<file path="config.mk">
export PLATFORM = sky130hd
export DESIGN_NAME = uart_tx_fifo_flat
export DESIGN_NICKNAME = d
export VERILOG_FILES = /design/src/rtl/uart_tx_fifo_if.sv /design/src/rtl/uart_tx_fifo.sv /design/src/flat_wrapper.sv
export SDC_FILE = /design/constraint.sdc
export NUM_CORES = 1
export LEC_CHECK = 0
export CELL_PAD_IN_SITES_DETAIL_PLACEMENT = 1
export CELL_PAD_IN_SITES_GLOBAL_PLACEMENT = 1
export CORE_ASPECT_RATIO = 1.75
export CORE_MARGIN = 3
export CORE_UTILIZATION = 46
export DETAILED_ROUTE_END_ITERATION = 8
export GPL_TIMING_DRIVEN = 1
export PLACE_DENSITY_LB_ADDON = 0.05
export SLEW_MARGIN = 40
export SYNTH_ARGS = -nofsm -noshare
export SYNTH_HDL_FRONTEND = slang
export SYNTH_SLANG_ARGS = --single-unit
</file>
<file path="constraint.sdc">
create_clock -name clk -period 2.3 [get_ports clk]
set_input_delay 0.69 -clock clk [delete_from_list [all_inputs] [get_ports clk]]
set_output_delay 0.69 -clock clk [all_outputs]
set_load 0.005 [all_outputs]
</file>
<file path="src/rtl/uart_tx_fifo_if.sv">
// uart_tx_fifo_if: CPU push port, status and uart_tx handshake of the transmit FIFO.
interface uart_tx_fifo_if #(parameter int AW = 4);
  logic [7:0] wr_data;
  logic wr_en;
  logic clr_ovf;
  logic full;
  logic empty;
  logic [AW:0] count;
  logic overflow;
  logic [7:0] tx_data;
  logic tx_data_valid;
  logic tx_ready;
  modport master (
    output wr_data, wr_en, clr_ovf, tx_ready,
    input full, empty, count, overflow, tx_data, tx_data_valid
  );
  modport slave (
    input wr_data, wr_en, clr_ovf, tx_ready,
    output full, empty, count, overflow, tx_data, tx_data_valid
  );
endinterface

</file>
<file path="src/rtl/uart_tx_fifo.sv">
// uart_tx_fifo: first-word-fall-through byte FIFO feeding uart_tx, with sticky overflow.
module uart_tx_fifo #(
  parameter int DEPTH = 16,
  parameter int AW = 4
) (
  input logic clk,
  input logic rst,
  uart_tx_fifo_if.slave bus
);
  logic [7:0] mem [DEPTH];
  logic [AW-1:0] wr_ptr_q, wr_ptr_d, rd_ptr_q, rd_ptr_d;
  logic [AW:0] count_q, count_d;
  logic overflow_q, overflow_d;
  logic full, empty, push, pop;
  assign full = count_q == (AW+1)'(DEPTH);
  assign empty = count_q == '0;
  // Push is gated by the registered full only, so a same-cycle pop never frees a slot.
  assign push = bus.wr_en && !full;
  assign pop = !empty && bus.tx_ready;
  always_comb begin
    wr_ptr_d = push ? wr_ptr_q + 1'b1 : wr_ptr_q;
    rd_ptr_d = pop ? rd_ptr_q + 1'b1 : rd_ptr_q;
    count_d = (push && !pop) ? count_q + 1'b1 : (pop && !push) ? count_q - 1'b1 : count_q;
    overflow_d = (bus.wr_en && full) ? 1'b1 : bus.clr_ovf ? 1'b0 : overflow_q;
  end
  always_ff @(posedge clk or posedge rst) begin
    if (rst) begin
      wr_ptr_q <= '0;
      rd_ptr_q <= '0;
      count_q <= '0;
      overflow_q <= 1'b0;
    end else begin
      wr_ptr_q <= wr_ptr_d;
      rd_ptr_q <= rd_ptr_d;
      count_q <= count_d;
      overflow_q <= overflow_d;
    end
  end
  always_ff @(posedge clk) begin
    if (push) mem[wr_ptr_q] <= bus.wr_data;
  end
  assign bus.full = full;
  assign bus.empty = empty;
  assign bus.count = count_q;
  assign bus.overflow = overflow_q;
  assign bus.tx_data = mem[rd_ptr_q];
  assign bus.tx_data_valid = !empty;
endmodule

</file>
<file path="src/flat_wrapper.sv">
// flat-port wrapper written by rule: the top's interface ports become plain ports
module uart_tx_fifo_flat 
#(
  parameter int DEPTH = 16,
  parameter int AW = 4
)
  (clk, rst, bus_wr_data, bus_wr_en, bus_clr_ovf, bus_tx_ready, bus_full, bus_empty, bus_count, bus_overflow, bus_tx_data, bus_tx_data_valid);
  uart_tx_fifo_if #(.AW(AW)) bus_i ();
  input logic clk;
  input logic rst;
  input wire logic [$bits(bus_i.wr_data)-1:0] bus_wr_data;
  input wire logic [$bits(bus_i.wr_en)-1:0] bus_wr_en;
  input wire logic [$bits(bus_i.clr_ovf)-1:0] bus_clr_ovf;
  input wire logic [$bits(bus_i.tx_ready)-1:0] bus_tx_ready;
  output wire logic [$bits(bus_i.full)-1:0] bus_full;
  output wire logic [$bits(bus_i.empty)-1:0] bus_empty;
  output wire logic [$bits(bus_i.count)-1:0] bus_count;
  output wire logic [$bits(bus_i.overflow)-1:0] bus_overflow;
  output wire logic [$bits(bus_i.tx_data)-1:0] bus_tx_data;
  output wire logic [$bits(bus_i.tx_data_valid)-1:0] bus_tx_data_valid;
  assign bus_i.wr_data = bus_wr_data;
  assign bus_i.wr_en = bus_wr_en;
  assign bus_i.clr_ovf = bus_clr_ovf;
  assign bus_i.tx_ready = bus_tx_ready;
  assign bus_full = bus_i.full;
  assign bus_empty = bus_i.empty;
  assign bus_count = bus_i.count;
  assign bus_overflow = bus_i.overflow;
  assign bus_tx_data = bus_i.tx_data;
  assign bus_tx_data_valid = bus_i.tx_data_valid;
  uart_tx_fifo #(.DEPTH(DEPTH), .AW(AW)) u_core (.clk(clk), .rst(rst), .bus(bus_i));
endmodule
</file>
==> results of run 1 <==
cell type report:
type,instances,area [um2],area share
Clock inverter,13,143,0.0188
Timing Repair Buffer,93,886,0.117
Multi-Input combinational cell,157,1700,0.224
Clock buffer,19,433,0.0570
Inverter,7,33.8,0.00444
Tap cell,165,206,0.0272
Sequential cell,142,4200,0.552
metrics by stage:
step	power, mW	area (um2)	hold WS [ns]	util	std cells
4_1_cts	10.1	7520	0.521	0.616	596
2_1_floorplan	5.40	5840	0.503	-	323
6_report	10.2	7600	0.518	0.623	596
3_5_place_dp	6.85	6610	0.499	0.541	545
3_3_place_gp	6.79	6610	0.517	0.541	545
5_1_grt	10.7	7600	0.547	0.623	596
synthesized netlist by cell type, types with 3 or more instances:
cell	instances	area [um2]
a221oi_1	15	131
o21ai_0	11	55.1
nand2b_1	3	18.8
clkbuf_1	3	11.3
nor2_1	14	52.6
buf_6	8	90.1
mux4_2	16	360
inv_1	7	26.3
xnor2_1	9	78.8
ha_1	9	113
nand2_1	17	63.8
edfxtp_1	128	3840
dfrtp_1	14	350
mux2i_1	33	330
nor3_1	4	20.0
a22oi_1	8	60.1
cell usage in the layout (no fill, tap or decap), types with 6 or more instances in the layout:
cell	instances
clkbuf_16	17
nor2_1	14
a221oi_2	13
edfxtp_1	128
buf_12	7
buf_2	7
nand2_1	15
mux4_2	16
buf_4	46
dfrtp_1	12
buf_6	14
a22oi_2	6
mux2i_1	28
ha_1	6
xnor2_1	9
clkdlybuf4s50_1	18
what timing repair did:
action	4_1_cts	5_1_grt
hold buffers	0	0
buffers inserted	19	3
gates cloned	2	0
pin swaps	31	26
endpoints found under the setup margin	12	14
gates resized for setup	86	21
sequential cells by signal (all words and copies together), names as in the netlist:
register / count
u_core.bus.count: 5
u_core.wr_ptr_q: 4
u_core.mem: 128
u_core.rd_ptr_q: 4
u_core.bus.overflow: 1
worst max path at each step:
stage	from	to	slack, ns	depth (start not counted)
after floorplan	u_core.bus.count[3]	u_core.bus.count[4]	-0.07	10
after global placement	u_core.rd_ptr_q[0]	bus_tx_data[3]	-0.41	7
after detailed placement	bus_wr_en	u_core.bus.count[4]	-0.45	9
after CTS	u_core.rd_ptr_q[0]	bus_tx_data[6]	-0.52	6
after global routing	u_core.rd_ptr_q[0]	bus_tx_data[6]	-0.58	6
final	u_core.rd_ptr_q[0]	bus_tx_data[6]	-0.52	6
logic make-up after synthesis:
logic type | Yosys count
muxes | 51
xor gates and xnor gates | 10
buffers and inverters | 24
AOI/OAI and AO/OA | 41
and+or+nand+nor | 45
adders and majority gates | 10
DFF | 142
routing by layer:
layer / up-vias / wire, um / global-route usage
met1: 1679 / 5100 / 0.228
li1: 1473 / - / -
met2: 65 / 7860 / 0.381
met4: 0 / 442 / 0.0906
met3: 35 / 330 / 0.0438
met5: - / 0 / 0
power by group:
part	internal, mW	switching (mW)	leakage, nW
logic	2.12	2.01	1.15
registers	3.18	0.227	1.32
clock network	1.60	1.04	0.266
==> results.json, run 1 <==
{
  "status": "finished with violations",
  "violations": "negative setup slack",
  "start_util": 0.476,
  "routabilityCongestion": 0.753,
  "synth_compound_area_frac": 0.0527,
  "worstHoldPathCells": 1,
  "synth_area_um2": 5810,
  "cts-buffers-inserted": 17,
  "ff2ff_setup_slack_ns": -0.10,
  "max_freq_ghz": 0.354,
  "cp_common_cell": "buf_12",
  "maxSlewViolCount": 0,
  "nets": 441,
  "hpwl_mm": 8.83,
  "ys_warn_count": 0,
  "ctsHtreeMaxLevel": 4,
  "clk_pin_slew_ns": 0.06,
  "synth_fa_ha_area_frac": 0.0228,
  "slowest_stage": "mux4_2",
  "antenna_found_initial": 0,
  "path_class": "reg -> out",
  "synthSimpleGateAreaFrac": 0.0370,
  "drive_gt1_frac": 0.385,
  "tritoncts": "yes",
  "synth_nets": 346,
  "port_buffers": 29,
  "async_flop_share": 0.0986,
  "r2r-end": "u_core.bus.count[4]",
  "clockRootBuffer": "clkbuf_16",
  "io-pin-count": 30,
  "via_count": 3252,
  "antennaDiodeCount": 0,
  "ys_types": 34,
  "place_ws_ns": -0.448,
  "postLayoutSetupSlackWorst_ns": -0.522,
  "hold_start": "u_core.bus.overflow",
  "grt_pass1_wl_mm": 21.3,
  "synth_top_family_by_area": "multiplexers",
  "fp.dieW_um": 91.0,
  "cp.arrival_ns": 2.13,
  "startpoint_type": "flip-flop",
  "critPathBufInv": 3,
  "avgSynthCellArea_um2": 18.0,
  "wl_per_cell_um": 23.0,
  "finalHoldViolations": 0,
  "drc": 0,
  "core-area_um2": 12200,
  "r2r-start": "u_core.bus.count[0]",
  "hp-class": "reg -> reg",
  "cp_max_fo": 7,
  "tns_ns": -3.89,
  "timing.final.crit_period_ns": 2.82,
  "grt_max_degree": 18,
  "grt_overflow_total": 0,
  "synth-edff-count": 128,
  "nFillCells": 1114,
  "skew_ns": 0.00717,
  "fin_crit_sh": 1.23,
  "dominantRegCellSynth": "edfxtp_1",
  "max_slew_margin": 0.574,
  "clock_latency_ns": 0.41,
  "via_per_inst": 5.46,
  "critPathRequiredTime_ns": 1.61,
  "tightest_slew_ns": 0.638,
  "area_delta_synth_final_pct": 30.8,
  "setup_viol": 11,
  "peakVddDrop_v": 0.000696,
  "synthMuxAreaShare": 0.123,
  "crit_chain": "buf_12 -> buf_12 -> mux4_2 -> a22oi_2 -> nand2_1 -> buf_2",
  "antenna_left": 0,
  "leakagePower_nw": 2.74,
  "dr.pass1.iters": 4,
  "cts.sinks": 142,
  "syn_inst": 323,
  "crit_family": "multiplexers",
  "worst_path_largest_cell_delay_ns": 0.54,
  "cp-end-kind": "output port",
  "synthXorXnorAreaFrac": 0.0151,
  "power_density_nw_per_um2": 1340,
  "cts_buffer_depth": 2,
  "grtUsageTotal": 0.207,
  "die-height_um": 155,
  "grt_setup_unrepaired": "yes",
  "hold_end": "u_core.bus.overflow",
  "drt_iter0_markers": 171,
  "fp.dieArea_um2": 14100,
  "ys_seq_area_frac": 0.722,
  "row_count": 53,
  "wirelength_mm": 13.7,
  "max_cap_viol_count": 0,
  "r2r.worst_path.cells": 11,
  "synth_seq_cells": 142,
  "grt_pass1_vias": 3669
}
Note: power is estimated with default switching activity, not from simulation.
==> inputs of run 2 (changes only) <==
--- a/config.mk
+++ b/config.mk
@@ -9,9 +9,10 @@
 export CELL_PAD_IN_SITES_GLOBAL_PLACEMENT = 1
 export CORE_ASPECT_RATIO = 1.75
 export CORE_MARGIN = 3
-export CORE_UTILIZATION = 46
+export CORE_UTILIZATION = 44
 export DETAILED_ROUTE_END_ITERATION = 8
 export GPL_TIMING_DRIVEN = 1
+export MAX_ROUTING_LAYER = met4
 export PLACE_DENSITY_LB_ADDON = 0.05
 export SLEW_MARGIN = 40
 export SYNTH_ARGS = -nofsm -noshare
==> run 2 against run 1 <==
Compared with the run above:
- the run still ends with negative setup slack left
- highest routed layer unchanged
- worst hold slack improved by 0.014 ns
- setup slack improved by 0.12 ns
- routed wire length decreased by 1.4%
- final area decreased by 0.69%
- critical endpoint is now bus_tx_data[4]
- first-iteration DRC count increased by 16%
- combinational power decreased by 3%
- count of clock-buffer cells in the layout increased by 1
- largest power group unchanged
- sequential cell count unchanged
- final cell count decreased by 1.2%
- global-route usage decreased by 0.30 points
==> results.json, run 2 (synthesized netlist as in run 1, its figures left out) <==
{
  "status": "finished with violations",
  "violations": "negative setup slack",
  "path_class": "reg -> out",
  "fin_hold_ws_ns": 0.532,
  "cts.sinks": 142,
  "r2r.worst_path.cells": 11,
  "r2r-end": "u_core.bus.count[4]",
  "tritoncts": "yes",
  "skew_ns": 0.0108,
  "fp.dieArea_um2": 14700,
  "grt_overflow_total": 0,
  "drive_gt1_frac": 0.378,
  "clk_pin_slew_ns": 0.06,
  "grtUsageTotal": 0.204,
  "startpoint_type": "flip-flop",
  "setup_viol": 10,
  "leakagePower_nw": 2.72,
  "nFillCells": 1191,
  "critPathRequiredTime_ns": 1.61,
  "hp-class": "reg -> reg",
  "wl_per_cell_um": 23.0,
  "max_slew_margin": 0.579,
  "die-height_um": 158,
  "cp-endpoint": "bus_tx_data[4]",
  "fp.dieW_um": 92.9,
  "largest_register": "u_core.mem",
  "multiInputGateArea_um2": 1690,
  "start_util": 0.458,
  "cts_hold_buf": 0,
  "antennaDiodeCount": 0,
  "tightest_slew_ns": 0.630,
  "layout_commonest_cell": "edfxtp_1",
  "antenna_found_initial": 0,
  "tns_ns": -3.12,
  "io-pin-count": 30,
  "nets": 431,
  "placedCellCount": 543,
  "antenna_left": 0,
  "grt_pass1_vias": 3646,
  "ff2ff_setup_slack_ns": -0.14,
  "maxSlewViolCount": 0,
  "cp.arrival_ns": 2.01,
  "cts-buffers-inserted": 17,
  "grt_pass1_wl_mm": 20.8,
  "grt_max_degree": 19,
  "max_cap_viol_count": 0,
  "cp-end-kind": "output port",
  "core-area_um2": 12700,
  "clockRootBuffer": "clkbuf_16",
  "dr.pass1.iters": 4,
  "largest_reg_flops": 128,
  "postLayoutSetupSlackWorst_ns": -0.403,
  "routabilityCongestion": 0.759,
  "r2r-start": "u_core.bus.count[0]",
  "via_per_inst": 5.44,
  "power_density_nw_per_um2": 1350,
  "clock_latency_ns": 0.41,
  "max_freq_ghz": 0.370,
  "area_delta_synth_final_pct": 29.9,
  "hpwl_mm": 8.77,
  "wirelength_mm": 13.5,
  "cp_max_fo": 8,
  "finalHoldViolations": 0,
  "drc": 0,
  "via_count": 3202,
  "row_count": 54,
  "ctsHtreeMaxLevel": 4,
  "cp-startpoint": "u_core.rd_ptr_q[0]",
  "final_cell_mix": "128 x edfxtp_1, 38 x buf_4, 30 x mux2i_1, 18 x clkbuf_16, 18 x clkdlybuf4s50_1",
  "fin_cells": 589,
  "drt_iter0_markers": 199,
  "port_buffers": 29,
  "grt_setup_unrepaired": "yes",
  "timing.final.crit_period_ns": 2.70,
  "cts_buffer_depth": 2,
  "seq_area_um2": 4200,
  "peakVddDrop_v": 0.000816,
  "fin_crit_sh": 1.18
}
run 2: cell types whose count changed in the layout (fill, tap and decap cells not counted), moves of 2 or more:
cell      before  now
buf_4         46   38
a221oi_2      13   16
o21ai_1        5    8
a221oi_4       2    0
buf_12         7    5
buf_6         14   12
clkbuf_8       0    2
mux2i_1       28   30
mux2i_4        2    0
o21ai_0        5    3
run 2: area by class of cell:
class	instances	area share
Clock buffer	20	0.0605
Clock inverter	12	0.0212
Inverter	7	0.00414
Multi-Input combinational cell	157	0.224
Sequential cell	142	0.556
Tap cell	168	0.0278
Timing Repair Buffer	83	0.106
run 2: repair_timing:
action	4_1_cts	5_1_grt
pin swaps	38	23
hold endpoints to repair	0	0
cloned	2	1
endpoints found under the setup margin	12	15
buffers inserted	16	5
resized for setup	89	17
run 2: worst min path at each step:
stage	from	to	slack, ns	cells past startpoint
after floorplan	u_core.bus.overflow	u_core.bus.overflow	0.50	1
after global placement	u_core.bus.overflow	u_core.bus.overflow	0.51	1
after detailed placement	u_core.bus.overflow	u_core.bus.overflow	0.53	1
after CTS	u_core.bus.overflow	u_core.bus.overflow	0.55	1
after global routing	u_core.bus.overflow	u_core.bus.overflow	0.56	1
final	u_core.bus.overflow	u_core.bus.overflow	0.53	1
run 2: power breakdown:
part	internal, mW	leakage (nW)	switching [mW]
clock	1.77	0.289	1.03
combinational	1.99	1.11	1.98
sequential	3.18	1.32	0.204
run 2: metal layers:
metal / up-vias / global-route usage / wire [um]
met1: 1679 / 0.210 / 4900
met4: 0 / 0.0769 / 199
met5: - / - / 0
met2: 62 / 0.383 / 8160
li1: 1446 / - / -
met3: 15 / 0.0347 / 268
run 2: critical path: stages, from the launching register on:
cell and delay, ns:
dfrtp_2 0.42, buf_6 0.15, buf_12 0.15, mux2i_1 0.12
a221oi_2 0.39, o21ai_1 0.13, nand2_1 0.10, buf_2 0.13
run 2: stage by stage:
| stage | instance area, um2 | setup slack (ns) | util | power (mW) |
|---|---|---|---|---|
| floorplan | 5840 | -0.0654 | - | 5.40 |
| global placement | 6570 | -0.410 | 0.517 | 6.69 |
| detailed placement | 6570 | -0.422 | 0.517 | 6.77 |
| CTS | 7500 | -0.465 | 0.590 | 10.1 |
| global route | 7550 | -0.516 | 0.594 | 10.7 |
| finish | 7550 | -0.403 | 0.594 | 10.2 |
